### src/rtl/parity_sched.sv
// Round-robin scheduler sharing one external 16-input parity tree among NREQ packet requesters.
// Optional PARITY_SCHED_ERRCNT_EN adds a saturating err_cnt output counting error responses.
module parity_sched #(
   parameter int NREQ = 4,
   parameter int IDW  = $clog2(NREQ)
) (
   input  logic                 clk,
   input  logic                 rst,
   input  logic [NREQ-1:0]      req_valid,
   input  logic [NREQ*16-1:0]   req_data,
   input  logic [NREQ-1:0]      req_last,
   input  logic [NREQ-1:0]      req_exp,
   output logic [NREQ-1:0]      req_ready,
   output logic [15:0]          par_in,
   input  logic                 par_q,
   output logic                 rsp_valid,
   output logic [IDW-1:0]       rsp_id,
   output logic                 rsp_parity,
   output logic                 rsp_err,
   input  logic                 rsp_ready,
   output logic                 busy
`ifdef PARITY_SCHED_ERRCNT_EN
   ,
   output logic [15:0]          err_cnt
`endif
);

   typedef enum logic [1:0] {S_IDLE, S_STREAM, S_RESP} state_t;

   state_t          r_state;
   state_t          w_state_nxt;
   logic [IDW-1:0]  r_ptr;
   logic [IDW-1:0]  r_gnt;
   logic [IDW-1:0]  w_pick;
   logic            w_any;
   logic            r_acc;
   logic            r_rsp_parity;
   logic            r_rsp_err;
   logic [15:0]     w_words [NREQ];
   logic            w_vld_g;
   logic            w_last_g;
   logic            w_exp_g;
   logic            w_take;
   logic            w_par_word;

   always_comb begin
      for (int i = 0; i < NREQ; i++) begin
         w_words[i] = req_data[16*i +: 16];
      end
   end

   assign w_vld_g    = req_valid[r_gnt];
   assign w_last_g   = req_last[r_gnt];
   assign w_exp_g    = req_exp[r_gnt];
   assign w_take     = (r_state == S_STREAM) && w_vld_g;
   assign w_par_word = r_acc ^ par_q;
   assign w_any      = |req_valid;

   // Lowest valid index above r_ptr wins; otherwise the lowest valid index at or below it.
   always_comb begin
      // NOTE: every combinational output gets a default first so no path leaves it unassigned (no latch).
      w_pick = '0;
      for (int i = NREQ-1; i >= 0; i--) begin
         if (req_valid[i] && (IDW'(i) <= r_ptr)) w_pick = IDW'(i);
      end
      for (int i = NREQ-1; i >= 0; i--) begin
         if (req_valid[i] && (IDW'(i) > r_ptr)) w_pick = IDW'(i);
      end
   end

   always_ff @(posedge clk) begin
      // NOTE: sequential state uses non-blocking assignments so all registers update together at the edge.
      if (rst) r_state <= S_IDLE;
      else     r_state <= w_state_nxt;
   end

   always_comb begin
      w_state_nxt = r_state;
      unique case (r_state)
         S_IDLE:   if (w_any)               w_state_nxt = S_STREAM;
         S_STREAM: if (w_vld_g && w_last_g) w_state_nxt = S_RESP;
         S_RESP:   if (rsp_ready)           w_state_nxt = S_IDLE;
         default:                           w_state_nxt = S_IDLE;
      endcase
   end

   always_comb begin
      req_ready = '0;
      par_in    = '0;
      rsp_valid = (r_state == S_RESP);
      busy      = (r_state != S_IDLE);
      if (r_state == S_STREAM) begin
         req_ready[r_gnt] = 1'b1;
         if (w_vld_g) par_in = w_words[r_gnt];
      end
   end

   assign rsp_id     = r_gnt;
   assign rsp_parity = r_rsp_parity;
   assign rsp_err    = r_rsp_err;

   always_ff @(posedge clk) begin
      if (rst) begin
         r_ptr        <= IDW'(NREQ-1);
         r_gnt        <= '0;
         r_acc        <= 1'b0;
         r_rsp_parity <= 1'b0;
         r_rsp_err    <= 1'b0;
      end else begin
         if ((r_state == S_IDLE) && w_any) begin
            r_gnt <= w_pick;
            r_acc <= 1'b0;
         end
         if (w_take) begin
            r_acc <= w_par_word;
            if (w_last_g) begin
               r_rsp_parity <= w_par_word;
               r_rsp_err    <= w_par_word ^ w_exp_g;
            end
         end
         if ((r_state == S_RESP) && rsp_ready) r_ptr <= r_gnt;
      end
   end

`ifdef PARITY_SCHED_ERRCNT_EN
   logic [15:0] r_err_cnt;

   always_ff @(posedge clk) begin
      if (rst) begin
         r_err_cnt <= '0;
      end else if ((r_state == S_RESP) && rsp_ready && r_rsp_err && (r_err_cnt != 16'hFFFF)) begin
         r_err_cnt <= r_err_cnt + 16'd1;
      end
   end

   assign err_cnt = r_err_cnt;
`endif

endmodule

### config.mk
export PLATFORM = sky130hd
export DESIGN_NAME = parity_sched
export DESIGN_NICKNAME = d
export VERILOG_FILES = /design/src/rtl/parity_sched.sv
export SDC_FILE = /design/constraint.sdc
export NUM_CORES = 1
export LEC_CHECK = 0
export CAP_MARGIN = 40
export CORE_MARGIN = 3
export CORE_UTILIZATION = 32
export CTS_BUF_LIST = sky130_fd_sc_hd__clkbuf_4 sky130_fd_sc_hd__clkbuf_8 sky130_fd_sc_hd__clkbuf_16
export DETAILED_ROUTE_END_ITERATION = 8
export PLACE_DENSITY_LB_ADDON = 0.15
export SLEW_MARGIN = 20
export SYNTH_ARGS = -nofsm -noshare
export SYNTH_HDL_FRONTEND = slang
export SYNTH_SLANG_ARGS = --single-unit
### constraint.sdc
create_clock -name clk -period 2.8 [get_ports clk]
set_clock_uncertainty 0.2 [all_clocks]
set_input_delay 0.56 -clock clk [delete_from_list [all_inputs] [get_ports clk]]
set_output_delay 0.56 -clock clk [all_outputs]
set_load 0.02 [all_outputs]
# Word level (Yosys, flattened, before mapping)
# Index checks and enable logic that the tools add are counted.
dict set report totals {
  reg_bits 9
  out_inout_bits 26
  in_bits 80
  elab_cells 72
}
dict set report op_classes {
  eq_ne 5
  bitwise_logic 3
  order_cmp 11
  n_reduce_logical 19
  n_mux 28
}
# op count
set ops {}
lappend ops {{$mux W16} 4}
lappend ops {{$bmux W16 S2} 1}
lappend ops {{$mux W2} 11}
lappend ops {{$logic_and A1 B1 Y1} 13}
lappend ops {{$bmux W1 S2} 3}
lappend ops {{$mux W1} 6}
lappend ops {{$pmux W2 S3} 1}
lappend ops {{$gt A1 B2 Y1 const A} 2}
lappend ops {{$gt A2 B2 Y1 const A} 2}
lappend ops {{$le A1 B2 Y1 const A} 2}
lappend ops {{$le A2 B2 Y1 const A} 2}
lappend ops {{$mux W4} 1}
lappend ops {{$ne A2 B1 Y1 const B} 2}
lappend ops {{$reduce_bool A2 Y1} 2}
lappend ops {{$reduce_or A4 Y1} 1}
lappend ops {{$ge A3 B3 Y1 const B} 1}
lappend ops {{$lt A2 B3 Y1 const B} 1}
lappend ops {{$not A2 Y3} 1}
lappend ops {{$reduce_and A3 Y1} 1}
lappend ops {{$demux W1 S2} 1}
lappend ops {{$eq A2 B1 Y1 const B} 1}
lappend ops {{$eq A2 B2 Y1 const B} 1}
lappend ops {{$ge A2 B1 Y1 const B} 1}
lappend ops {{$logic_not A2 Y1} 1}
lappend ops {{3 further kinds} 4}

# Logic depth before layout (Yosys ltp)
# Gate-level depths: netlist of the first run.
dict set report depth {
  depth_word 10
  ltp_mapped 6
  depth_no_buf 4
}

# Worst setup path after synthesis of the first run
# OpenSTA, ideal clock, no wires.
dict set report synth_timing {
  path_type {register to output}
  startpoint {register r_gnt[0], in the netlist rsp_id[0]}
  endpoint {output port par_in[2]}
  slack_ps 392
  t_arrival_ps 1648
  stages_incl_launch_ff 5
  n_path_buf 2
  cell_sequence {dfxtp_1 -> buf_2 -> buf_2 -> mux4_2 -> and3_1}
}
dict set report synth_between {
  elab_chain_cells 6
}
# element line
set synth_lines {}
lappend synth_lines {{start, declared} 33} ;# logic [IDW-1:0] r_gnt;
lappend synth_lines {{start signal, assigned} 111} ;# r_gnt <= w_pick;
lappend synth_lines {{$not A2 Y3 (implied by the code)} 94} ;# if (w_vld_g) par_in = w_words[r_gnt];
lappend synth_lines {{$bmux W16 S2} 94}
lappend synth_lines {{$mux W16 (implied by the code) (2 in a row)} 94}
lappend synth_lines {{$mux W16 (*)} 94}
lappend synth_lines {{$mux W16 (*)} 92} ;# if (r_state == S_STREAM) begin
lappend synth_lines {{end, declared} 14} ;# output logic [15:0] par_in,
# Every way passes the cells marked *; elsewhere a longest branch is shown, timed or not. The select of a mux whose other input is x is not followed.

# Worst setup path in the final report of the first run
dict set report layout_timing {
  startpoint {input port req_valid[3]}
  endpoint {output port par_in[8]}
}
dict set report layout_between {
  elab_chain_cells 4
}
# element line
set layout_lines {}
lappend layout_lines {{start, declared} 9} ;# input logic [NREQ-1:0] req_valid,
lappend layout_lines {{$bmux W1 S2} 52} ;# assign w_vld_g = req_valid[r_gnt];
lappend layout_lines {{$mux W1 (implied by the code)} 52}
lappend layout_lines {{$mux W16} 94}
lappend layout_lines {{$mux W16} 92}
# No other way between the ends. The select of a mux whose other input is x is not followed.

==> impl_metrics.toml, run 1 <==
[outcome]
status = "finished, final reports clean"

[global_route]
gr-total-overflow = 0
grtUsageMet2 = 0.4839
globalRoute.busiestLayer = "met2"
grt_use_total = 0.2589
grt_pass1_wl_um = 8100
use_met1 = 0.2895
gr-usage-met3 = 0.07030
antenna_found_initial = 0
grt_pass1_vias = 1487
grt_max_degree = 26

[cells_and_area]
final_nets = 302
finish.utilization = 0.7424
antenna_cells = 0
synthToLayoutAreaGrowth_pct = 114.8
layout-drive-gt1-share = 0.2172

[clock_network]
cts_tree = "yes"
htreeDepth = 1
ctsRootBufferMaster = "clkbuf_4"
clock_latency_ps = 270
clk_pin_slew_worst_paths_ps = 70
clock-sinks = 9
cts_made_buffers = 3
cts_max_path_buffers = 2

[floorplan]
fp.dieArea_um2 = 4111
die_height_um = 64.12
io_pins = 106
die_width_um = 64.12
core_area_um2 = 3128
start_util = 0.3456
placementRows = 20

[synth]
synth_nets = 184
synth_top_area_cell = "mux4_2"
yosysWarningCount = 0
synth_area_um2 = 1081
synthCells = 104
synth_ff_type = "dfxtp_1"
synth_edf_count = 0
synth-seq-area-share = 0.1667
ys_ff_latch = 9
ys_types = 32
synth_area_leaders = "mux4_2 40%, dfxtp_1 17%, and3_1 11%"
avgSynthCellArea_um2 = 10.39
synthTopCellsByCount = "19 x and3_1, 19 x mux4_2, 9 x dfxtp_1"
synthArstFlopShare = 0
synth_top_area_share = 0.3958

[timing]
rsz0062_at_grt = "no"
setup_viol = 0
fin_crit_sh = 0.9831
hold_violations = 0
max_freq_ghz = 0.3633
min_period_ps = 2753
relSlewSlack = 0.5705
worst_slew_pin_slew_ps = 638.3
fin_ws_ps = 47.24
slew_viol_final = 0

[routing]
num_vias = 1441
first_pass_iters = 4
drc = 0
wl_um = 5014
routed_via_density = 5.438
drt-wirelength-per-cell_um = 18.92
drt_iter0_drc = 51
postRouteAntennaNets = 0

[critical_path]
path_max_fanout = 5
crit_required_ps = 2040
crit_type = "input port to output pin"
critPathCaptureType = "output pin"
cp.arrival_ps = 1990
start_kind = "input port"

[power]
netSwitchingFraction = 0.3310
switchingPower_uw = 238.9
seqPwrFrac = 0.206
clockPowerShare = 0.162
ir_drop_uv = 232.5
p_per_area_nw_per_um2 = 310.8
p_leak_uw = 0.0009517
combPwrFrac = 0.632
internal_power_uw = 482.9

[place]
post-dp-hpwl_um = 3839
io_buffer_count = 105
gp_congestion = 0.8516
place_ws_ps = -362.3

[flow_run]
maxCapViolations = 0

[hold_path]
hold_path_class = "flop to flop"
placed cells by master, fill, tap and decap left out, drive strengths merged:
cell type and count:
a211o 2, a21oi 5, a311oi 1, a31oi 1
and2b 1, and3 19, and3b 1, buf 17
clkbuf 4, clkdlybuf4s15 7, clkdlybuf4s50 85, dfxtp 9
dlygate4sd2 13, inv 1, mux2 1, mux2i 1
mux4 21, nand2 3, nand2b 4, nand3 3
nor2 7, nor2b 2, nor3 2, nor3b 1
nor4 1, o211ai 1, o21ai 4, o22a 1
or2 1, xnor2 2
path summary, 6_finish.rpt:
kind | from | endpoint | slack [ps] | cells after the start
max | req_valid[3] | par_in[8] | 50 | 5
min reg2reg | r_state[1]$_SDFFE_PP0P_ | r_state[0]$_SDFFE_PP0P_ | 290 | 1
min | r_state[1]$_SDFFE_PP0P_ | r_state[0]$_SDFFE_PP0P_ | 290 | 1
max reg2reg | rsp_id[1]$_SDFFE_PP0P_ | rsp_err$_SDFFE_PP0P_ | 680 | 7
cells by family (layout without fill, tap and decap cells):
kind of cell / Yosys count / after routing / share of synthesized area
mux: 21 / 23 / 0.4190
flops: 9 / 9 / 0.1667
simple gates: 45 / 45 / 0.2431
xor+xnor: 2 / 2 / 0.01621
buf+inv: 12 / 127 / 0.06828
compound gates: 15 / 15 / 0.08681
stage by stage:
| stage | TNS (ps) | area [um^2] | hold WS (ps) | instances | power [uW] |
|---|---|---|---|---|---|
| final | 0 | 2322 | 287.1 | 265 | 721.7 |
| after global routing | 0 | 2322 | 319.2 | 265 | 767.3 |
| after CTS | 0 | 2307 | 281.2 | 265 | 723.9 |
| after detailed placement | -5657 | 2212 | 267.0 | 253 | 588.7 |
| after global placement | -5187 | 2212 | 241.5 | 253 | 578.4 |
| after floorplan | 0 | 1081 | 222.5 | 104 | 372.6 |
what timing repair did:
item / CTS / global route
setup endpoints to repair: 16 / 18
resized for setup: 22 / 10
buffers inserted: 6 / 0
hold buffers: 0 / 0
gates cloned: 2 / 0
registers in the layout, summed over array words and instances, names as in the netlist:
register and count:
r_ptr 2, rsp_parity 1, rsp_id 2, r_acc 1, rsp_err 1, r_state 2
cell type report:
type / count / area (um^2)
tap: 44 / 55.05
inverter: 1 / 3.754
clock buffer: 4 / 30.03
sequential: 9 / 181.4
multi-input combinational: 85 / 873.3
fill: 254 / 805.8
timing repair buffer: 122 / 1179
critical path, stage by stage:
cell	delay, ps
dlygate4sd2_1	290
mux4_2	510
buf_4	170
and3_1	150
dlygate4sd2_1	310
layer usage:
layer / vias to the layer above / share of wire / wire, um
met1: 711 / 0.36 / 1797
met4: 0 / 0.019 / 93
met2: 66 / 0.54 / 2712
met5: - / 0 / 0
met3: 10 / 0.082 / 411
li1: 654 / - / -
power by group through the flow:
| stage | Combinational (uW) | Clock [uW] | Sequential (uW) |
|---|---|---|---|
| floorplan | 220 | 0 | 153 |
| global placement | 430 | 0 | 149 |
| detailed placement | 439 | 0 | 150 |
| CTS | 455 | 121 | 148 |
| global route | 491 | 127 | 150 |
| finish | 456 | 117 | 148 |
(Power assumes the default switching activity.)
==> run 2, diff against run 1 <==
TNS_END_PERCENT = 5   (was not set)
==> results of run 2 <==
Same layout as run 1: the final DEF is identical, and so are final timing and power.
==> run 3, diff against run 2 <==
SLEW_MARGIN = not set   (was 20)
==> results of run 3 <==
Same layout as run 1: the final DEF is identical, and so are final timing and power.
==> RTL edit 1, RTL diff (settings of run 3) <==
Build with the macro `PARITY_SCHED_ERRCNT_EN` defined.
--- a/src/rtl/parity_sched.sv
+++ b/src/rtl/parity_sched.sv
@@ -1,5 +1,7 @@
 // Round-robin scheduler sharing one external 16-input parity tree among NREQ packet requesters.
 // Optional PARITY_SCHED_ERRCNT_EN adds a saturating err_cnt output counting error responses.
+`define PARITY_SCHED_ERRCNT_EN
+
 module parity_sched #(
    parameter int NREQ = 4,
    parameter int IDW  = $clog2(NREQ)
Behaviour (old outputs only; new: err_cnt): unchanged (Yosys induction, for registers that start in step).
==> RTL edit 1 against run 3 <==
  * Power up 44%
  * Critical path depth is 1 lower
  * Sequential power rose to 2.6 times the old value
  * Setup slack improved by 43 ps
  * Sequential share of layout area up 7.2 points
  * Sequential cell count rose by 16
  * Final area grew 45%
  * Routed wire length grew 41%
  * Area after synthesis increased by 77%
==> RTL edit 1: results (changes against run 3) <==
| Metric | Value |
|---|---|
| Worst Max-Slew Pin Slew | `448 ps (-191 ps)` |
| DR vias/cell | `5.39 (-0.96%)` |
| Hold-fix buffers, CTS | `0 (unchanged)` |
| Seq/Total Area, Yosys | `0.262 (+0.0953)` |
| Post_cts resized | `27 (+23%)` |
| Post-DP HPWL | `5430 µm (+41%)` |
| Inst Count DP | `399 (+58%)` |
| Area after DPL | `3260 µm² (+47%)` |
| Ys Warns | `0 (unchanged)` |
| Leakage | `1.35 nW (+42%)` |
| DRC violations left | `0 (unchanged)` |
| Post-CTS setup buffer count | `5 (-1)` |
| Maximum number of pins on one net before global-route repair | `22 (-15%)` |
| Clk pin slew, worst setup/hold paths | `90 ps (+20 ps)` |
| Vias in the first global route | `2212 (+49%)` |
| Max FFs per register | `16` |
| WL final | `7060 µm (+41%)` |
| CP Data Arrival Time | `1950 ps (-40 ps)` |
| Wire length of the first global-routing pass | `11500 µm (+42%)` |
| Synth cell count leaders | `dfxtp_1 (25), and3_1 (19), mux4_2 (19), nand2_1 (14), nor2_1 (14)` |
| Worst vdd ir | `0.000225 V (-3.2%)` |
| Place WS | `-366 ps (-3.63 ps)` |
| CP peak stage delay | `570 ps (+60 ps)` |
| Ratio of cells with drive above 1 in the final layout | `0.186 (-0.0308)` |
| Root Buffer | `clkbuf_8` |
| NumNets Final | `420 (+39%)` |
| Count of different cell masters after synthesis | `45 (+41%)` |
| Syn Nets | `287 (+56%)` |
| GRT Resource Usage Total | `0.205 (-0.0537)` |
| Status | `finished, final reports clean` |
| GP Congestion | `0.792 (-7.0%)` |
| Mapped Avg Cell Area | `9.27 µm² (-11%)` |
| Critical path fanouts, max | `4 (-1)` |
| Synth top area cells | `dfxtp_1 (26%), mux4_2 (22%), and3_1 (6.2%)` |
| Port bufs | `121 (+15%)` |
| DRT iter0 DRCs | `68 (+33%)` |
| Non-filler cells, final | `410 (+55%)` |
==> RTL edit 1: worst paths after layout <==
path	depth (start not counted)	slack [ps]	to	startpoint
worst min register to register	2	300	err_cnt[7]$_SDFFE_PP0P_	err_cnt[7]$_SDFFE_PP0P_
worst max register to register	8	470	rsp_err$_SDFFE_PP0P_	rsp_id[0]$_SDFFE_PP0P_
worst min-delay path	2	300	err_cnt[7]$_SDFFE_PP0P_	err_cnt[7]$_SDFFE_PP0P_
worst max-delay path	4	90	par_in[13]	req_valid[3]
==> RTL edit 1: cell type report <==
type | count | area (µm²)
fill | 519 | 2280
multi-input combinational | 162 | 1360
timing repair buffer | 140 | 1330
sequential | 25 | 504
tap | 72 | 90.1
clock buffer | 3 | 41.3
inverter | 7 | 26.3
clock inverter | 1 | 5.00
==> RTL edit 1: logic make-up (layout without fill, tap and decap cells) <==
logic type	Yosys count	in the layout	synth area share
xor gates and xnor gates	2	2	0.00917
buffers and inverters	21	151	0.0504
DFF	25	25	0.262
muxes	26	28	0.264
and+or+nand+nor	92	92	0.279
adders and majority gates	1	1	0.00655
AOI/OAI and AO/OA	39	39	0.129
==> RTL edit 1: power by group <==
group	switching (mW)	total [mW]	internal [mW]	leakage, nW
combinational	0.174	0.446	0.272	1.12
clock	0.116	0.216	0.0997	0.0255
sequential	0.0138	0.379	0.365	0.203
total	0.304	1.04	0.737	1.35
==> RTL edit 1: layer usage <==
| layer | up-vias | part of all wire | track usage |
|---|---|---|---|
| met3 | 17 | 0.062 | 0.0397 |
| li1 | 1067 | - | - |
| met4 | 0 | 0.030 | 0.0743 |
| met2 | 98 | 0.47 | 0.343 |
| met1 | 1026 | 0.43 | 0.263 |
| met5 | - | 0 | 0 |
==> RTL edit 2, RTL diff (settings of run 3) <==
Without the edit above. Put one more register stage on the output `rsp_err`, cleared by the reset. The value now appears one clock later. The other outputs are not delayed to match.
--- a/src/rtl/parity_sched.sv
+++ b/src/rtl/parity_sched.sv
@@ -97,7 +97,13 @@
 
    assign rsp_id     = r_gnt;
    assign rsp_parity = r_rsp_parity;
-   assign rsp_err    = r_rsp_err;
+   always_ff @(posedge clk) begin
+      if (rst) begin
+         rsp_err <= '0;
+      end else begin
+         rsp_err <= r_rsp_err;
+      end
+   end
 
    always_ff @(posedge clk) begin
       if (rst) begin
Formal check against the unedited RTL: not equivalent (Yosys sat finds a counterexample within 4 cycles, from zero or initial values and one cycle with rst high).
==> RTL edit 2 against run 3 <==
  * Sequential cell count rose by 1
  * Critical path depth did not move
  * Power fell by 3.0%
  * Combinational power fell by 2%
  * Final area fell by 0.48%
  * Routed wire length fell by 0.88%
  * Core utilization fell by 0.36 points
  * Setup slack got worse by 40 ps
  * Area after synthesis fell by 0.35%
==> RTL edit 2: results (changes against run 3) <==
| Metric | Value |
|---|---|
| Inst Count DP | `253 (unchanged)` |
| Port bufs | `105 (unchanged)` |
| Worst-skew pair later-pin latency | `260 ps` |
| Clk pin slew, worst setup/hold paths | `50 ps (-20 ps)` |
| Synth top area cells | `mux4_2 (40%), dfxtp_1 (19%), and3_1 (11%)` |
| Count of different cell masters after synthesis | `32 (unchanged)` |
| Wire length of the first global-routing pass | `7650 µm (-5.6%)` |
| CTS max path bufs | `2 (unchanged)` |
| Worst hold path class | `flop to flop` |
| Root Buffer | `clkbuf_4` |
| Slew headroom | `0.746 (+0.176)` |
| NumNets Final | `302 (unchanged)` |
| Status | `finished, final reports clean` |
| Synth cell count leaders | `and3_1 (19), mux4_2 (19), dfxtp_1 (10), nor2_1 (7)` |
| Syn Inst Count | `104 (unchanged)` |
| WL final | `4970 µm (-0.88%)` |
| H-Tree Depth | `1 (unchanged)` |
| Vias in the first global route | `1518 (+2.1%)` |
| GRT Resource Usage Total | `0.244 (-0.0146)` |
| CTS Buf Count | `3 (unchanged)` |
| Antenna diode count | `0 (unchanged)` |
| Seq/Total Area, Yosys | `0.186 (+0.0192)` |
| Ys Warns | `0 (unchanged)` |
| Pre-Repair DR Iteration Count | `4 (unchanged)` |
| Share of flip-flops with an asynchronous set or reset | `0 (unchanged)` |
| Combinational Power Share | `0.638 (+0.006)` |
| DRT iter0 DRCs | `86 (+69%)` |
| Place WS | `-381 ps (-19.2 ps)` |
| Critical path fanouts, max | `4 (-1)` |
| Clk pwr share | `0.132 (-0.030)` |
| PwrDens | `303 nW/µm² (-2.5%)` |
| CP Data Arrival Time | `2030 ps (+40 ps)` |
| DR vias/cell | `5.39 (-0.88%)` |
| Area after DPL | `2220 µm² (+0.28%)` |
| NetSw | `0.229 mW (-4.2%)` |
| Maximum number of pins on one net before global-route repair | `26 (unchanged)` |
| Initial antenna violation count | `0 (unchanged)` |
| Non-filler cells, final | `264 (-0.38%)` |
| Leakage | `0.971 nW (+2.1%)` |
| Syn Nets | `184 (unchanged)` |
| GP Congestion | `0.840 (-1.4%)` |
| Worst vdd ir | `0.000349 V (+50%)` |
| Primary FF master, synth | `dfxtp_1` |
| Fin. max-slew vios | `0 (unchanged)` |
| Ratio of cells with drive above 1 in the final layout | `0.195 (-0.0217)` |
| Post-DP HPWL | `3540 µm (-7.7%)` |
RTL edit 2: path summary, 6_finish.rpt:
| kind | slack (ps) | endpoint | startpoint | cells past startpoint |
|---|---|---|---|---|
| worst max-delay path | 7 | par_in[0] | req_valid[3] | 5 |
| worst min-delay path | 260 | r_state[0]$_SDFFE_PP0P_ | r_state[1]$_SDFFE_PP0P_ | 1 |
| worst max register to register | 540 | r_acc$_SDFFE_PP0P_ | rsp_id[1]$_SDFFE_PP0P_ | 8 |
| worst min register to register | 260 | r_state[0]$_SDFFE_PP0P_ | r_state[1]$_SDFFE_PP0P_ | 1 |
RTL edit 2: cell families (layout without fill, tap and decap cells):
logic type / count (synthesis) / in the layout / synth area share
buffers and inverters: 11 / 125 / 0.0523
XOR/XNOR: 2 / 2 / 0.0163
flip-flops: 10 / 10 / 0.186
multiplexers: 21 / 23 / 0.417
AO/OA/AOI/OAI: 15 / 15 / 0.0883
AND/OR/NAND/NOR: 45 / 45 / 0.240
RTL edit 2: metal layers:
metal	routed length, µm	GRT usage	up-vias
li1	-	-	656
met1	1890	0.275	681
met3	422	0.0703	8
met4	54	0.0458	0
met2	2600	0.454	78
met5	0	0	-
RTL edit 2: what timing repair did:
action | CTS | global route
pin swaps | 0 | 0
endpoints found under the setup margin | 16 | 15
resized for setup | 22 | 2
setup buffers | 6 | 0
cloned | 2 | 0
hold endpoints to repair | 0 | 0
RTL edit 2: final cells by class:
class | instances | area, µm²
Sequential cell | 10 | 201
Multi-Input combinational cell | 85 | 866
Clock buffer | 3 | 22.5
Timing Repair Buffer | 121 | 1160
Inverter | 1 | 3.75
Tap cell | 44 | 55.1
Fill cell | 239 | 817
RTL edit 2: worst max-delay path, cell delays in order:
cell,delay [ps]
dlygate4sd2_1,290
mux4_2,530
buf_4,170
and3_1,160
dlygate4sd2_1,320
